$ cat config.mk
export PLATFORM = sky130hd
export DESIGN_NAME = dispense_motor_ctrl
export DESIGN_NICKNAME = d
export VERILOG_FILES = /design/src/rtl/dispense_motor_ctrl.sv
export SDC_FILE = /design/constraint.sdc
export NUM_CORES = 1
export LEC_CHECK = 0
export CAP_MARGIN = 30
export CORE_MARGIN = 1
export CORE_UTILIZATION = 33
export CTS_BUF_LIST = sky130_fd_sc_hd__clkbuf_16
export DETAILED_ROUTE_END_ITERATION = 10
export MAX_ROUTING_LAYER = met4
export PLACE_DENSITY = 0.46
export SKIP_LAST_GASP = 1
export SLEW_MARGIN = 20
export SYNTH_ARGS = -nofsm -noshare
export SYNTH_HDL_FRONTEND = slang
export SYNTH_SLANG_ARGS = --single-unit
$ cat constraint.sdc
create_clock -name clk_i -period 3.3 [get_ports clk_i]
set_input_delay 0.99 -clock clk_i [delete_from_list [all_inputs] [get_ports clk_i]]
set_output_delay 0.99 -clock clk_i [all_outputs]
set_load 0.01 [all_outputs]
$ cat src/rtl/dispense_motor_ctrl.sv
// dispense_motor_ctrl
//   Controls a dispenser built from a DC agitator motor and a stepper feed motor.
//   A dispense request spins the DC motor up, then issues a size-dependent number
//   of stepper pulses, then raises handshake until the request is withdrawn.
//   A manual test mode drives either motor directly for bring-up.
//
// Ports
//   clk_i          system clock, all state on the rising edge
//   reset_i        asynchronous active-high reset
//   disp_i         dispense request (level)
//   size_i         dispense amount: 00 small, 01 medium, 10 large, 11 small
//   test_mode_i    manual test select, 000 = none
//   handshake_o    dispense complete
//   busy_o         high while a dispense is in progress (spin-up, stepping, done)
//   stepper_step_o stepper pulse train
//   stepper_dir_o  stepper direction, 0 clockwise / 1 counterclockwise
//   dc_pwm_o       DC motor PWM enable
//   dc_in1_o       DC direction input 1 (0/1 clockwise, 1/0 counterclockwise with in2)
//   dc_in2_o       DC direction input 2
//
// All outputs come straight from flops; their next values are decoded from the
// next-state signals so they change on the same edge as the state.

module dispense_motor_ctrl #(
    parameter int unsigned PWM_BITS       = 8,
    parameter int unsigned STEP_HALF_SLOW = 3125,
    parameter int unsigned STEP_HALF_FAST = 2000,
    parameter int unsigned SPINUP_CYC     = 50000,
    parameter int unsigned SMALL_STEPS    = 100,
    parameter int unsigned MED_STEPS      = 200,
    parameter int unsigned LARGE_STEPS    = 300,
    parameter int unsigned DUTY_SLOW      = 64,
    parameter int unsigned DUTY_MOD       = 128,
    parameter int unsigned DUTY_FAST      = 192
) (
    input  logic       clk_i,
    input  logic       reset_i,
    input  logic       disp_i,
    input  logic [1:0] size_i,
    input  logic [2:0] test_mode_i,
    output logic       handshake_o,
    output logic       busy_o,
    output logic       stepper_step_o,
    output logic       stepper_dir_o,
    output logic       dc_pwm_o,
    output logic       dc_in1_o,
    output logic       dc_in2_o
);

    localparam int unsigned HalfMax  = (STEP_HALF_SLOW > STEP_HALF_FAST) ?
                                       STEP_HALF_SLOW : STEP_HALF_FAST;
    localparam int unsigned StepsSm  = (SMALL_STEPS > MED_STEPS) ? SMALL_STEPS : MED_STEPS;
    localparam int unsigned StepsMax = (StepsSm > LARGE_STEPS) ? StepsSm : LARGE_STEPS;

    localparam int unsigned DivW  = $clog2(HalfMax + 1);
    localparam int unsigned SpinW = $clog2(SPINUP_CYC + 1);
    localparam int unsigned StepW = $clog2(StepsMax + 1);

    localparam logic [DivW-1:0]     HalfSlowLast = DivW'(STEP_HALF_SLOW - 1);
    localparam logic [DivW-1:0]     HalfFastLast = DivW'(STEP_HALF_FAST - 1);
    localparam logic [SpinW-1:0]    SpinLast     = SpinW'(SPINUP_CYC - 1);
    localparam logic [StepW-1:0]    SmallN       = StepW'(SMALL_STEPS);
    localparam logic [StepW-1:0]    MedN         = StepW'(MED_STEPS);
    localparam logic [StepW-1:0]    LargeN       = StepW'(LARGE_STEPS);
    localparam logic [PWM_BITS-1:0] DutySlowC    = PWM_BITS'(DUTY_SLOW);
    localparam logic [PWM_BITS-1:0] DutyModC     = PWM_BITS'(DUTY_MOD);
    localparam logic [PWM_BITS-1:0] DutyFastC    = PWM_BITS'(DUTY_FAST);

    localparam logic [2:0] TmNone      = 3'b000;
    localparam logic [2:0] TmStepSlCw  = 3'b001;
    localparam logic [2:0] TmStepSlCcw = 3'b010;
    localparam logic [2:0] TmStepFsCw  = 3'b011;
    localparam logic [2:0] TmDcSlCw    = 3'b100;
    localparam logic [2:0] TmDcSlCcw   = 3'b101;
    localparam logic [2:0] TmDcFsCw    = 3'b110;

    typedef enum logic [2:0] {
        StIdle,
        StSpinup,
        StStep,
        StDone,
        StTest
    } state_e;

    state_e              state_q, state_d;
    logic [1:0]          size_q, size_d;
    logic [2:0]          test_q, test_d;
    logic [PWM_BITS-1:0] pwm_cnt_q, pwm_cnt_d;
    logic [SpinW-1:0]    spin_cnt_q, spin_cnt_d;
    logic [DivW-1:0]     div_cnt_q, div_cnt_d;
    logic [StepW-1:0]    step_cnt_q, step_cnt_d;
    logic                step_q, step_d;
    logic                busy_q, busy_d;
    logic                handshake_q, handshake_d;
    logic                dir_q, dir_d;
    logic                pwm_q, pwm_d;
    logic                in1_q, in1_d;
    logic                in2_q, in2_d;

    logic [StepW-1:0]    target_n;
    logic [DivW-1:0]     test_half_last;
    logic                test_stepping;
    logic                pwm_en;
    logic [PWM_BITS-1:0] duty;

    // Next-state logic for the FSM and all counters.
    always_comb begin
        state_d    = state_q;
        size_d     = size_q;
        test_d     = test_q;
        spin_cnt_d = spin_cnt_q;
        div_cnt_d  = div_cnt_q;
        step_cnt_d = step_cnt_q;
        step_d     = step_q;
        pwm_cnt_d  = pwm_cnt_q + PWM_BITS'(1);

        case (size_q)
            2'b01:   target_n = MedN;
            2'b10:   target_n = LargeN;
            default: target_n = SmallN;
        endcase

        test_stepping  = (test_q == TmStepSlCw) || (test_q == TmStepSlCcw) ||
                         (test_q == TmStepFsCw);
        test_half_last = (test_q == TmStepFsCw) ? HalfFastLast : HalfSlowLast;

        unique case (state_q)
            StIdle: begin
                spin_cnt_d = '0;
                div_cnt_d  = '0;
                step_cnt_d = '0;
                step_d     = 1'b0;
                // Test mode wins over a simultaneous dispense request.
                if (test_mode_i != TmNone) begin
                    state_d = StTest;
                    test_d  = test_mode_i;
                end else if (disp_i) begin
                    state_d = StSpinup;
                    size_d  = size_i;
                end
            end
            StSpinup: begin
                if (spin_cnt_q == SpinLast) begin
                    state_d    = StStep;
                    spin_cnt_d = '0;
                    div_cnt_d  = '0;
                    step_cnt_d = '0;
                    step_d     = 1'b0;
                end else begin
                    spin_cnt_d = spin_cnt_q + SpinW'(1);
                end
            end
            StStep: begin
                if (div_cnt_q == HalfSlowLast) begin
                    div_cnt_d = '0;
                    if (!step_q) begin
                        step_d     = 1'b1;
                        step_cnt_d = step_cnt_q + StepW'(1);
                    end else begin
                        // End of a high half-period: finish after the last pulse.
                        step_d = 1'b0;
                        if (step_cnt_q == target_n) begin
                            state_d = StDone;
                        end
                    end
                end else begin
                    div_cnt_d = div_cnt_q + DivW'(1);
                end
            end
            StDone: begin
                step_d = 1'b0;
                if (!disp_i) begin
                    state_d = StIdle;
                end
            end
            StTest: begin
                if (test_mode_i == TmNone) begin
                    state_d   = StIdle;
                    test_d    = TmNone;
                    div_cnt_d = '0;
                    step_d    = 1'b0;
                end else if (test_mode_i != test_q) begin
                    // Re-target: restart the divider from a low step output.
                    test_d    = test_mode_i;
                    div_cnt_d = '0;
                    step_d    = 1'b0;
                end else if (test_stepping) begin
                    if (div_cnt_q == test_half_last) begin
                        div_cnt_d = '0;
                        step_d    = ~step_q;
                    end else begin
                        div_cnt_d = div_cnt_q + DivW'(1);
                    end
                end
            end
            default: state_d = StIdle;
        endcase
    end

    // Output decode from next state so every output is a flop.
    always_comb begin
        busy_d      = (state_d == StSpinup) || (state_d == StStep) || (state_d == StDone);
        handshake_d = (state_d == StDone);
        dir_d       = 1'b0;
        in1_d       = 1'b0;
        in2_d       = 1'b1;
        pwm_en      = 1'b0;
        duty        = DutyModC;

        case (state_d)
            StSpinup, StStep: begin
                pwm_en = 1'b1;
                duty   = DutyModC;
            end
            StTest: begin
                case (test_d)
                    TmStepSlCcw: dir_d = 1'b1;
                    TmDcSlCw: begin
                        pwm_en = 1'b1;
                        duty   = DutySlowC;
                    end
                    TmDcSlCcw: begin
                        pwm_en = 1'b1;
                        duty   = DutySlowC;
                        in1_d  = 1'b1;
                        in2_d  = 1'b0;
                    end
                    TmDcFsCw: begin
                        pwm_en = 1'b1;
                        duty   = DutyFastC;
                    end
                    default: ;
                endcase
            end
            default: ;
        endcase

        // Compare against the counter value that will be live alongside this flop.
        pwm_d = pwm_en && (pwm_cnt_d < duty);
    end

    always_ff @(posedge clk_i or posedge reset_i) begin
        if (reset_i) begin
            state_q     <= StIdle;
            size_q      <= 2'b00;
            test_q      <= TmNone;
            pwm_cnt_q   <= '0;
            spin_cnt_q  <= '0;
            div_cnt_q   <= '0;
            step_cnt_q  <= '0;
            step_q      <= 1'b0;
            busy_q      <= 1'b0;
            handshake_q <= 1'b0;
            dir_q       <= 1'b0;
            pwm_q       <= 1'b0;
            in1_q       <= 1'b0;
            in2_q       <= 1'b1;
        end else begin
            state_q     <= state_d;
            size_q      <= size_d;
            test_q      <= test_d;
            pwm_cnt_q   <= pwm_cnt_d;
            spin_cnt_q  <= spin_cnt_d;
            div_cnt_q   <= div_cnt_d;
            step_cnt_q  <= step_cnt_d;
            step_q      <= step_d;
            busy_q      <= busy_d;
            handshake_q <= handshake_d;
            dir_q       <= dir_d;
            pwm_q       <= pwm_d;
            in1_q       <= in1_d;
            in2_q       <= in2_d;
        end
    end

    assign handshake_o    = handshake_q;
    assign busy_o         = busy_q;
    assign stepper_step_o = step_q;
    assign stepper_dir_o  = dir_q;
    assign dc_pwm_o       = pwm_q;
    assign dc_in1_o       = in1_q;
    assign dc_in2_o       = in2_q;

endmodule

==> run_results.csv, run 1 <==
group,metric,value,unit
placed_design,portBuffers,14,
logic_synthesis,yosysSeqAreaShare,45.22,%
routing,routed_wl,7468,um
logic_synthesis,yosys_warnings,0,
clocking,clockBufferDepth,2,
grt,grt_max_degree,50,
min_path,hp-class,"flop to flop",
die,dieHeight,102.4,um
power,p_int,0.001365,W
critical_path,cp.depth,7,
clocking,numCtsBuffers,9,
routing,drt-pass1-iter-count,5,
sta,rsz0062_at_grt,"false",
critical_path,arrival,3.04,ns
sta,timing.slew.headroom,53.89,%
critical_path,rr_worst_depth,7,
clocking,cts_max_level,3,
logic_synthesis,syn_area_per_cell,9.257,um2
logic_synthesis,postSynthNetCount,376,
logic_synthesis,syn_area,3323,um2
cells_and_area,area_delta_synth_final,18.11,%
die,start_util,34.00,%
cells_and_area,n_antenna_cell,0,
sta,hold_violations,0,
sta,tns,0,ns
cells_and_area,layout-drive-gt1-share,9.326,%
logic_synthesis,synth_top_area_share,44.43,%
routing,avgViaCountPerCell,5.104,
sta,period_share,85.73,%
critical_path,cp.buffers_inverters,1,
placed_design,gp_congestion,0.8144,
critical_path,reg2reg_from,"spin_cnt_q[0]$_DFFE_PP0P_",
clocking,postCtsSetupBuffers,0,
die,dieWidth,102.4,um
routing,wl_per_cell,14.39,um
logic_synthesis,synth.area.top_cells,"dfrtp_1, nand2_1, o21ai_0",
sta,whs,0.4712,ns
die,dieArea,10480,um2
critical_path,crit_fanout,7,
clocking,clk_latency,0.33,ns
logic_synthesis,yosysMostFrequentCell,"dfrtp_1",
sta,setup_violations,0,
critical_path,regToRegSetupSlack,0.71,ns
grt,grt_pass1_wl,12770,um
power,switching_share,22.59,%
die,coreArea,9774,um2
power,seq_power_share,43.2,%
routing,route.vias.total,2649,
outcome,status,"finished clean",
power,leakage,1.687,nW
critical_path,critPathCaptureType,"flop",
grt,grtUsageTotal,16.38,%
critical_path,slowest_delay,0.49,ns
cells_and_area,fin_area,3925,um2
critical_path,cp-startpoint,"test_mode_i[0]",
sta,fmax,0.3535,GHz
placed_design,hpwl,5225,um
clocking,clock-sinks,60,
logic_synthesis,synthTopCellsByCount,"dfrtp_1, nand2_1, nor2_1, o21ai_0, nand3_1",
power,comb_power_share,6.6,%
routing,drtIter0Drc,104,
logic_synthesis,synthFlopType,"dfrtp_1",
critical_path,crit_end,"div_cnt_q[3]$_DFFE_PP0P_",
die,rows,36,
power,clkPwrFrac,50.2,%
routing,drc,0,
sta,skew,0.01060,ns
sta,drv_slew,0,
logic_synthesis,synth_top_area_cell,"dfrtp_1",
clocking,post_cts_resized,0,
routing,ant_nets,0,
clocking,clk_pin_slew,0.05,ns
critical_path,required,3.51,ns
min_path,hold_path_depth,1,
die,ios,15,
cells_and_area,final_net_count,398,
critical_path,r2r-end,"div_cnt_q[9]$_DFFE_PP0P_",
critical_path,path_cells,"clkdlybuf4s50_1 -> or3b_1 -> a211o_1 -> a21oi_4 -> a21o_2 -> nor2_2 -> a221o_1",
power,ir_worst_vdd,0.1874,mV
logic_synthesis,synth_seq_cells,60,
placed_design,post_dp_cell_area,3647,um2
critical_path,crit_type,"input pin to flop",
logic_synthesis,netlist_instances,359,
logic_synthesis,synth_edf_count,0,
logic_synthesis,ys_types,65,
cells_and_area,final_util,40.16,%
power,power.density,449.3,nW/um2
clocking,cts_tree,"built",
power,p_switching,0.0003983,W
logic_synthesis,synthArstFlopShare,100.0,%
clocking,root_buffer,"clkbuf_16",
grt,grt_pass1_vias,2546,
critical_path,slowest_stage,"clkdlybuf4s50_1",
sta,finalCriticalPeriod,2.829,ns
grt,antenna_found_initial,0,
sta,worst_slew_pin_slew,0.6916,ns
clocking,cts_hold_buf,0,
critical_path,worstSetupStartpointType,"input pin",
run,drv_cap,0,
grt,overflow,0,
critical_path,path_delay_family,"compound AO/OA/AOI/OAI gates",
[kinds of logic (layout without fill, tap and decap cells)]
kind of cell	after synthesis	count (layout)	synth area share [%]
XOR/XNOR	19	19	5.008
AND/OR/NAND/NOR	157	157	24.81
flip-flops	60	60	45.22
buffers and inverters	28	55	3.577
adder cells (fa/ha/maj)	9	9	3.389
AO/OA/AOI/OAI	81	81	16.38
multiplexers	5	5	1.619
[worst register-to-register path: cells and delay by family (launching register included)]
kind / cells / cell delay, ns
AOI/OAI and AO/OA: 4 / 1.31
and+or+nand+nor: 2 / 0.48
DFF: 1 / 0.42
adders and majority gates: 1 / 0.24
[flip-flops by register name, indices dropped and copies added, names as in the netlist]
signal / count
step_cnt_q: 9
dc_pwm_o: 1
state_q: 3
div_cnt_q: 12
handshake_o: 1
pwm_cnt_q: 8
busy_o: 1
test_q: 3
dc_in2_o: 1
stepper_dir_o: 1
stepper_step_o: 1
spin_cnt_q: 16
size_q: 2
dc_in1_o: 1
[worst min-delay path by stage]
| stage | start | end | slack, ns |
|---|---|---|---|
| finish | pwm_cnt_q[0]$_DFF_PP0_ | pwm_cnt_q[0]$_DFF_PP0_ | 0.47 |
| global route | pwm_cnt_q[4]$_DFF_PP0_ | pwm_cnt_q[4]$_DFF_PP0_ | 0.49 |
| CTS | pwm_cnt_q[4]$_DFF_PP0_ | pwm_cnt_q[4]$_DFF_PP0_ | 0.48 |
| detailed placement | pwm_cnt_q[4]$_DFF_PP0_ | pwm_cnt_q[4]$_DFF_PP0_ | 0.47 |
| global placement | pwm_cnt_q[4]$_DFF_PP0_ | pwm_cnt_q[4]$_DFF_PP0_ | 0.46 |
| floorplan | pwm_cnt_q[0]$_DFF_PP0_ | pwm_cnt_q[0]$_DFF_PP0_ | 0.44 |
[metal layers]
layer  vias up  global-route usage, %  wire length [um]
li1       1330                      -                 -
met1      1278                  21.94              3762
met5         -                      -                 0
met4         0                  6.264                85
met2        33                  24.42              3434
met3         8                  3.078               186
[power groups by stage]
stage	clock network, W	registers [W]	logic, W
after detailed placement	0	0.000774	0.000118
final	0.000885	0.000762	0.000116
after CTS	0.000902	0.000762	0.000119
after global placement	0	0.000774	0.000117
after global routing	0.000931	0.000764	0.000132
after floorplan	0	0.000771	0.0000751
[cell type report]
class                      count  area [um2]
clock buffer                   9       225.2
sequential                    60        1503
timing repair buffer          22       212.7
fill                        1006        5849
inverter                      17       63.81
clock inverter                 7       52.55
tap                          133       166.4
multi-input combinational    271        1702
[metrics by stage]
step,instances,power [W],setup slack (ns)
final,519,0.001764,0.4708
after global routing,519,0.001828,0.3683
after CTS,519,0.001782,0.4792
after detailed placement,503,0.0008922,0.1380
after global placement,503,0.0008916,0.1435
after floorplan,359,0.0008465,0.5726
[placed cells by master, fill, tap and decap left out, types with 4 or more instances in the layout]
cell type and instances:
nand2_1 39, nor4_1 5, o31ai_1 4, xnor2_1 7, a21oi_1 10, a31oi_1 5, and3_1 7, nor2_1 36
buf_4 7, dfrtp_1 59, clkbuf_16 9, nor3_1 7, inv_1 19, nand2b_1 4, ha_1 9, o21ai_0 29
a22o_1 8, clkdlybuf4s50_1 14, nand4_1 6, xor2_1 12, nand3_1 23
Note: power is estimated with default switching activity, not from simulation.
==> run 2: changes to the inputs <==
--- a/config.mk
+++ b/config.mk
@@ -10,6 +10,7 @@
 export CORE_UTILIZATION = 33
 export CTS_BUF_LIST = sky130_fd_sc_hd__clkbuf_16
 export DETAILED_ROUTE_END_ITERATION = 10
+export GPL_TIMING_DRIVEN = 0
 export MAX_ROUTING_LAYER = met4
 export PLACE_DENSITY = 0.46
 export SKIP_LAST_GASP = 1
==> run_results.csv, run 2 (synthesis results as in run 1) <==
group,metric,value,unit
routing,ant_nets,0,
placed_design,dp_slack,0.2354,ns
sta,worst_slew_pin_slew,0.7446,ns
sta,setup_violations,0,
power,ir_worst_vdd,0.1930,mV
power,power.density,459.9,nW/um2
clocking,clk_pin_slew,0.06,ns
grt,grt_pass1_wl,12960,um
sta,rsz0062_at_grt,"false",
cells_and_area,final-seq-area,1503,um2
critical_path,crit_fanout,9,
die,dieArea,10480,um2
sta,fmax,0.3687,GHz
sta,period_share,82.19,%
grt,grtUsageTotal,16.71,%
min_path,hp-class,"flop to flop",
die,coreArea,9774,um2
outcome,status,"finished clean",
routing,wl_per_cell,14.45,um
sta,skew,0.006263,ns
power,leakage,1.664,nW
run,drv_cap,0,
routing,avgViaCountPerCell,5.081,
routing,drc,0,
sta,drv_slew,0,
die,ios,15,
critical_path,path_cells,"clkdlybuf4s50_1 -> a211o_1 -> a21oi_4 -> a21oi_1 -> o21ai_0 -> a22o_1",
routing,drt-pass1-iter-count,4,
critical_path,critPathCaptureType,"flop",
critical_path,required,3.51,ns
clocking,postCtsSetupBuffers,0,
sta,timing.slew.headroom,50.36,%
critical_path,crit_type,"input pin to flop",
clocking,cts_tree,"built",
clocking,numCtsBuffers,9,
routing,drtIter0Drc,107,
placed_design,hpwl,5178,um
cells_and_area,largest_reg_flops,16,
sta,finalCriticalPeriod,2.712,ns
clocking,clock-sinks,60,
placed_design,gp_congestion,0.8023,
die,start_util,34.00,%
sta,setup_ws,0.5877,ns
critical_path,slowest_delay,0.62,ns
die,dieHeight,102.4,um
placed_design,portBuffers,12,
clocking,post_cts_resized,0,
grt,grt_pass1_vias,2558,
cells_and_area,multiInputGateArea,1702,um2
die,dieWidth,102.4,um
routing,route.vias.total,2647,
grt,grt_max_degree,52,
cells_and_area,fillCellCount,983,
clocking,cts_max_level,3,
grt,antenna_found_initial,0,
critical_path,slowest_stage,"a21oi_1",
cells_and_area,layout_common_cells,"dfrtp_1, nand2_1, nor2_1",
critical_path,arrival,2.93,ns
cells_and_area,largest_registers,"spin_cnt_q x16, div_cnt_q x12, step_cnt_q x9",
clocking,root_buffer,"clkbuf_16",
cells_and_area,final_net_count,400,
clocking,clockBufferDepth,2,
cells_and_area,final_util,40.34,%
sta,hold_violations,0,
die,rows,36,
cells_and_area,final_common_cell,"dfrtp_1",
clocking,cts_hold_buf,0,
routing,routed_wl,7528,um
cells_and_area,top_register,"spin_cnt_q",
cells_and_area,layout-drive-gt1-share,10.05,%
cells_and_area,area_delta_synth_final,18.64,%
critical_path,worstSetupStartpointType,"input pin",
grt,overflow,0,
cells_and_area,n_antenna_cell,0,
clocking,clk_latency,0.32,ns
## run 2: changes by cell type in the layout (fill, tap and decap cells not counted), moves of 2 or more
cell	delta
clkbuf_1	+6
buf_4	-6
clkinv_1	-3
inv_1	-3
clkinvlp_4	+4
clkdlybuf4s50_1	-2
buf_2	+2
clkinv_4	+2
## run 2: final timing paths
kind / start / to / slack (ns) / cells after the start
worst max-delay path: test_mode_i[2] / div_cnt_q[9]$_DFFE_PP0P_ / 0.59 / 6
worst min-delay path: pwm_cnt_q[0]$_DFF_PP0_ / pwm_cnt_q[0]$_DFF_PP0_ / 0.47 / 1
worst max register to register: spin_cnt_q[0]$_DFFE_PP0P_ / div_cnt_q[9]$_DFFE_PP0P_ / 0.65 / 7
worst min register to register: pwm_cnt_q[0]$_DFF_PP0_ / pwm_cnt_q[0]$_DFF_PP0_ / 0.47 / 1
max in group asynchronous: reset_i / dc_in2_o$_DFF_PP1_ / 1.84 / 3
min in group asynchronous: reset_i / spin_cnt_q[12]$_DFFE_PP0P_ / 0.92 / 2
## run 2: power by group
part           internal, W  switching, W
Combinational    0.0000465     0.0000700
Clock             0.000586      0.000351
Sequential        0.000748     0.0000115
## run 2: metal layers
metal / global-route usage, % / share of wire (%)
met1: 23.49 / 54
met2: 23.39 / 43
met3: 3.283 / 1.9
met4: 6.593 / 0.96
met5: - / 0
## run 2: area by class of cell
class                   count  area share, %
flip-flops and latches     60          38.11
inverters                  17          1.682
multi-input cells         271          43.16
plain buffers              11          1.396
well taps                 133          4.221
clock inverters             7          1.968
repair buffers             13          3.745
clock buffers               9          5.712
## run 2: critical path, delay by kind of cell
kind	cells	cell delay, ns
buffers and inverters	1	0.61
AOI/OAI and AO/OA	5	1.33
## run 2: through the flow
step	hold WS (ns)	area, um2	TNS [ns]	cells	power, W
after floorplan	0.4432	3323	0	359	0.0008465
after global placement	0.4628	3610	-27.43	504	0.0008858
after detailed placement	0.4658	3640	0	505	0.0008911
after CTS	0.4743	3943	0	521	0.001841
after global routing	0.4819	3943	0	521	0.001897
final	0.4674	3943	0	521	0.001813
